==> src/rtl/my_alu_pkg.sv <==
// Shared ALU definitions: default operand width, divider FSM states and
// the constants the sequential divider relies on.
package my_alu_pkg;

    localparam int unsigned DivW    = 8;
    localparam int unsigned DivCntW = $clog2(DivW);

    // Quotient reported for a zero divisor: all ones over W bits, zero-extended.
    localparam logic [DivW:0] DivZeroQuot = {1'b0, {DivW{1'b1}}};

    typedef enum logic [1:0] {
        StIdle,
        StCalc,
        StDone
    } div_state_e;

endpackage

==> src/rtl/my_div_step.sv <==
// One restoring-division iteration: shift the next dividend bit into the
// partial remainder and subtract the divisor if it fits.
module my_div_step #(
    parameter int unsigned W = 8
) (
    input  logic [W-1:0] r_i,
    input  logic         q_msb_i,
    input  logic [W-1:0] d_i,
    output logic [W:0]   r_o,
    output logic         q_bit_o
);

    logic [W:0]   shifted;
    logic [W+1:0] trial;
    logic         borrow;

    always_comb begin
        shifted = {r_i, q_msb_i};
        // One extra bit on top catches the borrow of the trial subtraction.
        trial   = {1'b0, shifted} - {2'b00, d_i};
        borrow  = trial[W+1];
        q_bit_o = ~borrow;
        r_o     = borrow ? shifted : trial[W:0];
    end

endmodule

==> src/rtl/my_div_seq.sv <==
// Multi-cycle unsigned restoring divider with valid/ready handshakes on the
// operand and result sides; one quotient bit per cycle.
module my_div_seq
    import my_alu_pkg::*;
#(
    parameter int unsigned W = DivW
) (
    input  logic         clk,
    input  logic         rst_n,
    input  logic         in_valid,
    output logic         in_ready,
    input  logic [W-1:0] in1,
    input  logic [W-1:0] in2,
    output logic         out_valid,
    input  logic         out_ready,
    output logic [W:0]   divisao,
    output logic [W:0]   resto,
    output logic         div_zero
);

    localparam int unsigned    CntW   = (W > 1) ? $clog2(W) : 1;
    localparam logic [CntW-1:0] CntMax = CntW'(W - 1);

    div_state_e      state_q, state_d;
    logic [CntW-1:0] cnt_q, cnt_d;
    logic [W:0]      r_q, r_d;
    logic [W-1:0]    q_q, q_d;
    logic [W-1:0]    d_q, d_d;
    logic            dz_q, dz_d;

    logic [W:0]      step_r;
    logic            step_qbit;

    // Remainder stays below the divisor, so its top bit never feeds the shift.
    my_div_step #(
        .W (W)
    ) u_step (
        .r_i     (r_q[W-1:0]),
        .q_msb_i (q_q[W-1]),
        .d_i     (d_q),
        .r_o     (step_r),
        .q_bit_o (step_qbit)
    );

    always_ff @(posedge clk or negedge rst_n) begin
        if (!rst_n) begin
            state_q <= StIdle;
            cnt_q   <= '0;
            r_q     <= '0;
            q_q     <= '0;
            d_q     <= '0;
            dz_q    <= 1'b0;
        end else begin
            state_q <= state_d;
            cnt_q   <= cnt_d;
            r_q     <= r_d;
            q_q     <= q_d;
            d_q     <= d_d;
            dz_q    <= dz_d;
        end
    end

    always_comb begin
        state_d = state_q;
        cnt_d   = cnt_q;
        r_d     = r_q;
        q_d     = q_q;
        d_d     = d_q;
        dz_d    = dz_q;

        unique case (state_q)
            StIdle: begin
                if (in_valid) begin
                    d_d = in2;
                    if (in2 != '0) begin
                        q_d     = in1;
                        r_d     = '0;
                        dz_d    = 1'b0;
                        cnt_d   = CntMax;
                        state_d = StCalc;
                    end else begin
                        q_d     = '1;
                        r_d     = {1'b0, in1};
                        dz_d    = 1'b1;
                        state_d = StDone;
                    end
                end
            end
            StCalc: begin
                r_d   = step_r;
                q_d   = {q_q[W-2:0], step_qbit};
                cnt_d = cnt_q - 1'b1;
                if (cnt_q == '0) begin
                    state_d = StDone;
                end
            end
            StDone: begin
                if (out_ready) begin
                    state_d = StIdle;
                end
            end
            default: state_d = StIdle;
        endcase
    end

    assign in_ready  = (state_q == StIdle);
    assign out_valid = (state_q == StDone);
    assign divisao   = {1'b0, q_q};
    assign resto     = r_q;
    assign div_zero  = dz_q;

endmodule

==> config.mk <==
export PLATFORM = sky130hd
export DESIGN_NAME = my_div_seq
export DESIGN_NICKNAME = d
export VERILOG_FILES = /design/src/rtl/my_alu_pkg.sv /design/src/rtl/my_div_step.sv /design/src/rtl/my_div_seq.sv
export SDC_FILE = /design/constraint.sdc
export NUM_CORES = 1
export LEC_CHECK = 0
export CAP_MARGIN = 20
export CORE_UTILIZATION = 60
export DETAILED_ROUTE_END_ITERATION = 16
export DONT_BUFFER_PORTS = 1
export GPL_ROUTABILITY_DRIVEN = 0
export PLACE_DENSITY = 0.75
export SKIP_CTS_REPAIR_TIMING = 1
export SLEW_MARGIN = 15
export SYNTH_ARGS = -nofsm -noshare
export SYNTH_HDL_FRONTEND = slang
export SYNTH_SLANG_ARGS = --single-unit
==> constraint.sdc <==
create_clock -name clk -period 2.15 [get_ports clk]
set_input_delay 0.215 -clock clk [delete_from_list [all_inputs] [get_ports clk]]
set_output_delay 0.215 -clock clk [all_outputs]
set_load 0.03 [all_outputs]
-- After elaboration in Yosys (flattened, before gate mapping)
Cells that the tools add are included.
- reductions and logical operators: 8
- eq/ne operators: 6
- $add $sub $neg: 2
- mux-type cells: 16
- bitwise gates (word level): 1
- operator list (operator ; count):
    $mux 8 ; 3
    $mux 9 ; 2
    $pmux 9 s2 ; 1
    $pmux 8 s2 ; 1
    $sub 9x8->10 ; 1
    $mux 2 ; 4
    $reduce_bool 8->1 ; 1
    $mux 3 ; 2
    $pmux 2 s3 ; 1
    $pmux 3 s2 ; 1
    $reduce_and 3->1 ; 2
    $ne 2x1->1 const B ; 2
    $ne 2x2->1 const B ; 2
    $reduce_and 2->1 ; 2
    $logic_not 3->1 ; 1
    $sub 3x1->3 const B ; 1
    $eq 2x1->1 const B ; 1
    $eq 2x2->1 const B ; 1
    $logic_not 2->1 ; 1
    $reduce_bool 2->1 ; 1
    $mux 1 ; 1
    $not 1->1 ; 1
- logic and storage cells: 39
- bits of input ports: 20
- register bits after elaboration: 31
- output and inout bits: 21

-- Longest topological paths before layout
- depth after elaboration: 4
- mapped depth: 9
- gate-level depth less buffers: 9

-- Cells and area by module
A second synthesis with hierarchy kept.
- cells, all modules: 191
- area total of the unflattened synthesis: 1933.1 µm²
- by module, submodules not included (module ; area an instance (µm²) ; times used ; cells each ; seq. area each (µm²)):
    my_div_seq ; 1426.4 ; 1 ; 124 ; 775.7
    my_div_step ; 506.7 ; 1 ; 67 ; 0.0

-- Least setup slack after synthesis
Ideal clock, no wire load.
- path kind: reg2reg
- start point: reg r_q[1], in the netlist resto[1]
- end point: reg r_q[0], in the netlist resto[0]
- buffers on the path: 1
- cell stages (with the launch flop): 8
- arrival time: 1.971 ns
- library setup time: 0.126 ns
- setup slack: 0.053 ns
- cell sequence: dfrtp_1 > ha_1 > a21oi_2 > a211oi_1 > nor3b_2 > buf_4 > mux2i_1 > a221o_1
- cells in the longest elaborated chain, start to end: 3
- RTL lines (item ; line ; RTL):
    start: declaration ; my_div_seq.sv:26 ; logic [W:0] r_q, r_d;
    start signal: assignment ; my_div_seq.sv:56 ; r_q <= r_d;
    $sub 9x8->10 ; my_div_step.sv:20 ; trial = {1'b0, shifted} - {2'b00, d_i};
    $mux 9 ; my_div_step.sv:23 ; r_o = borrow ? shifted : trial[W:0];
    $pmux 9 s2 ; my_div_seq.sv:71 ; unique case (state_q)
No other way between the ends.
A chain may end at the register's enable or synchronous reset.

-- Final worst setup path
- start point: reg q_q[7]
- end point: reg r_q[8], in the netlist resto[8]
- cells in the longest elaborated chain, start to end: 3
- RTL lines (item ; line ; RTL):
    start: declaration ; my_div_seq.sv:27 ; logic [W-1:0] q_q, q_d;
    start signal: assignment ; my_div_seq.sv:57 ; q_q <= q_d;
    $sub 9x8->10 ; my_div_step.sv:20 ;
    $mux 9 ; my_div_step.sv:23 ;
    $pmux 9 s2 ; my_div_seq.sv:71 ;
No other way between the ends.

==> metrics <==
Die Y=58.6 um; io pins=41; Initial DRC Count=100; CTS sink cnt=31; fin crit share=0.965; CP delay by family, top=compound AO/OA/AOI/OAI gates; Nets=271; Worst Setup EP=resto[8]$_DFFE_PN0P_; Critical R2R Launch=q_q[7]$_DFFE_PN0P_; post-synthesis cell type with the largest combined area=dfrtp_1; wire per inst=17.0 um; total of max-cap violations=0; Die Area=0.00343 mm^2; placed cell count=270; Synth top area share=0.404; H-tree Lvls=2; Netlist Area Pre-Place=0.00192 mm^2; Initial Util=0.630; syn_area_per_cell=8.86 um^2; CTS tree=built; sequential fraction of the synthesis area=0.404; Worst-path clk slew=0.10 ns; Worst setup SP type=flip-flop; worst-path cell chain=inv_2, ha_4, inv_2, fa_2, a211oi_2, o21ai_1, a31oi_1, xnor2_1, o31ai_1; crit path buf inv count=2; Ys Warns=0; RR Endpoint=resto[8]$_DFFE_PN0P_; critical path arrival=2.33 ns; CP Capture Type=flip-flop; unrepaired setup endpoints after global routing=true; worst reg2reg setup slack=0.08 ns; min Tclk post-route=2.07 ns; HPWL after DPL=3500 um; Worst-Skew Late Latency=0.34 ns; Setup Crit Path Kind=reg2reg; Die Span X=58.6 um; fmax=482 MHz; Post-synth top cells=dfrtp_1, nand2_1, o21ai_0; gr usage total=0.296; cell mode on critical path=inv_2; placed inst area=0.00207 mm^2; Routed Antenna Nets=0; failing checks=negative hold slack; buffer depth of the longest clock path=2; Slew Limit Fails=0; Row Count=20; vias per std cell=6.17; Worst R2R Path Depth=9; crit-path max cell delay=0.42 ns; min-delay worst type=in2reg; status=complete, but fails checks; core area=0.00305 mm^2; hold slack=-0.00991 ns; Routed WL=4830 um; Detailed Routing Iterations Pass 1=4; Final setup viols=0; synthesis-stage register bit count=31; Mapped Cells=217; EDFF count, synth=0; clock root buffer=clkbuf_4; Port Buffers=0; initial antenna violation count=0; largest net degree at the start of global routing=32; TritonCTS Buffers=5; worst rel slew slack=0.615; unique cell type count in the Yosys netlist=49; CP Launch Point=q_q[7]$_DFFE_PN0P_; ANT cells=0; ys flop type=dfrtp_1; Worst path depth=9; layout cells sized above 1=0.196; routed vias=1751; count leader, synth=dfrtp_1; final worst clock skew=0.00558 ns; Area growth syn-to-layout=17.3%; fin area=0.00225 mm^2; Req. time, crit path=2.40 ns; highest-delay cell along the critical path=dfrtp_1; Finished Layout Cells=284; multi-input logic area=0.00109 mm^2; Synth async-reset ratio=1.00; global-route wire length before repair=7470 um; hold path depth=2; ranking of synthesized cells by area=dfrtp_1, ha_1, nand2_1, o21ai_0, a21oi_1; CP max FO=3; Hold Violations, Final=1; number of global-route vias before repair=1590; Storage cell area=776 um^2; fillers=233; Slew @ Worst Pin=0.576 ns; Syn Nets=248; Overflow after GRT=0; # DRC=0
[per-stage QoR]
step	setup TNS [ns]	worst slack [ns]	utilization
after floorplan	0	0.0535	-
after global placement	-0.0217	-0.0217	0.677
after detailed placement	-0.0244	-0.0244	0.677
after CTS	-0.0672	-0.0672	0.696
after global routing	-0.0921	-0.0921	0.738
final	0	0.0752	0.738
[sequential cells by signal, summed over array words and instances (netlist names)]
| register | count |
|---|---|
| resto | 9 |
| d_q | 8 |
| div_zero | 1 |
| state_q | 2 |
| cnt_q | 3 |
| q_q | 8 |
[layout by cell type (no fill, tap or decap), types with 3 or more instances in the layout]
| cell type | netlist | final |
|---|---|---|
| dfrtp_1 | 31 | 31 |
| nand2_1 | 26 | 26 |
| buf_4 | 3 | 21 |
| o21ai_0 | 19 | 18 |
| nor2_1 | 15 | 15 |
| inv_1 | 15 | 13 |
| a21oi_1 | 12 | 11 |
| o22ai_1 | 7 | 7 |
| ha_1 | 10 | 7 |
| nor3_1 | 6 | 6 |
| mux2i_1 | 6 | 6 |
| nor2b_1 | 5 | 5 |
| clkbuf_4 | 0 | 5 |
| nand2b_1 | 4 | 4 |
| o21ai_1 | 3 | 4 |
| dlygate4sd3_1 | 0 | 4 |
| o31ai_1 | 3 | 3 |
| a221o_1 | 3 | 3 |
| a31oi_1 | 3 | 3 |
[worst min-delay path by stage]
stage / end / slack, ns / from
after detailed placement: cnt_q[2]$_DFFE_PN0P_ / -0.08 / rst_n
after floorplan: cnt_q[0]$_DFFE_PN0P_ / -0.08 / rst_n
after CTS: div_zero$_DFFE_PN0P_ / -0.45 / rst_n
after global routing: d_q[1]$_DFFE_PN0P_ / -0.006 / in2[1]
final: d_q[5]$_DFFE_PN0P_ / -0.01 / in2[5]
after global placement: cnt_q[2]$_DFFE_PN0P_ / -0.08 / rst_n
[cell type report]
type | count | area share
Clock buffer | 6 | 0.0228
Timing Repair Buffer | 26 | 0.0966
Sequential cell | 31 | 0.344
Multi-Input combinational cell | 161 | 0.485
Clock inverter | 1 | 0.00222
Inverter | 15 | 0.0250
Tap cell | 44 | 0.0244
[logic make-up (layout without fill, tap and decap cells)]
| group | after synthesis | count (layout) | synth area share |
|---|---|---|---|
| flip-flops | 31 | 31 | 0.404 |
| multiplexers | 7 | 7 | 0.0371 |
| AND/OR/NAND/NOR | 73 | 73 | 0.197 |
| AO/OA/AOI/OAI | 66 | 66 | 0.215 |
| other | 1 | 1 | 0.00195 |
| XOR/XNOR | 3 | 3 | 0.0137 |
| adder cells (fa/ha/maj) | 11 | 11 | 0.0755 |
| buffers and inverters | 25 | 48 | 0.0560 |
[routing by layer]
layer	vias up	wire (um)	share of wire	track usage
li1	826	-	-	-
met1	830	1990	0.41	0.392
met2	87	2360	0.49	0.471
met3	8	393	0.081	0.0879
met4	0	87	0.018	0.0884
met5	-	0	0	0
Power is left out: the tool's default activity adds up to more than one toggle a clock period on the data nets, which glitch-free logic cannot reach.
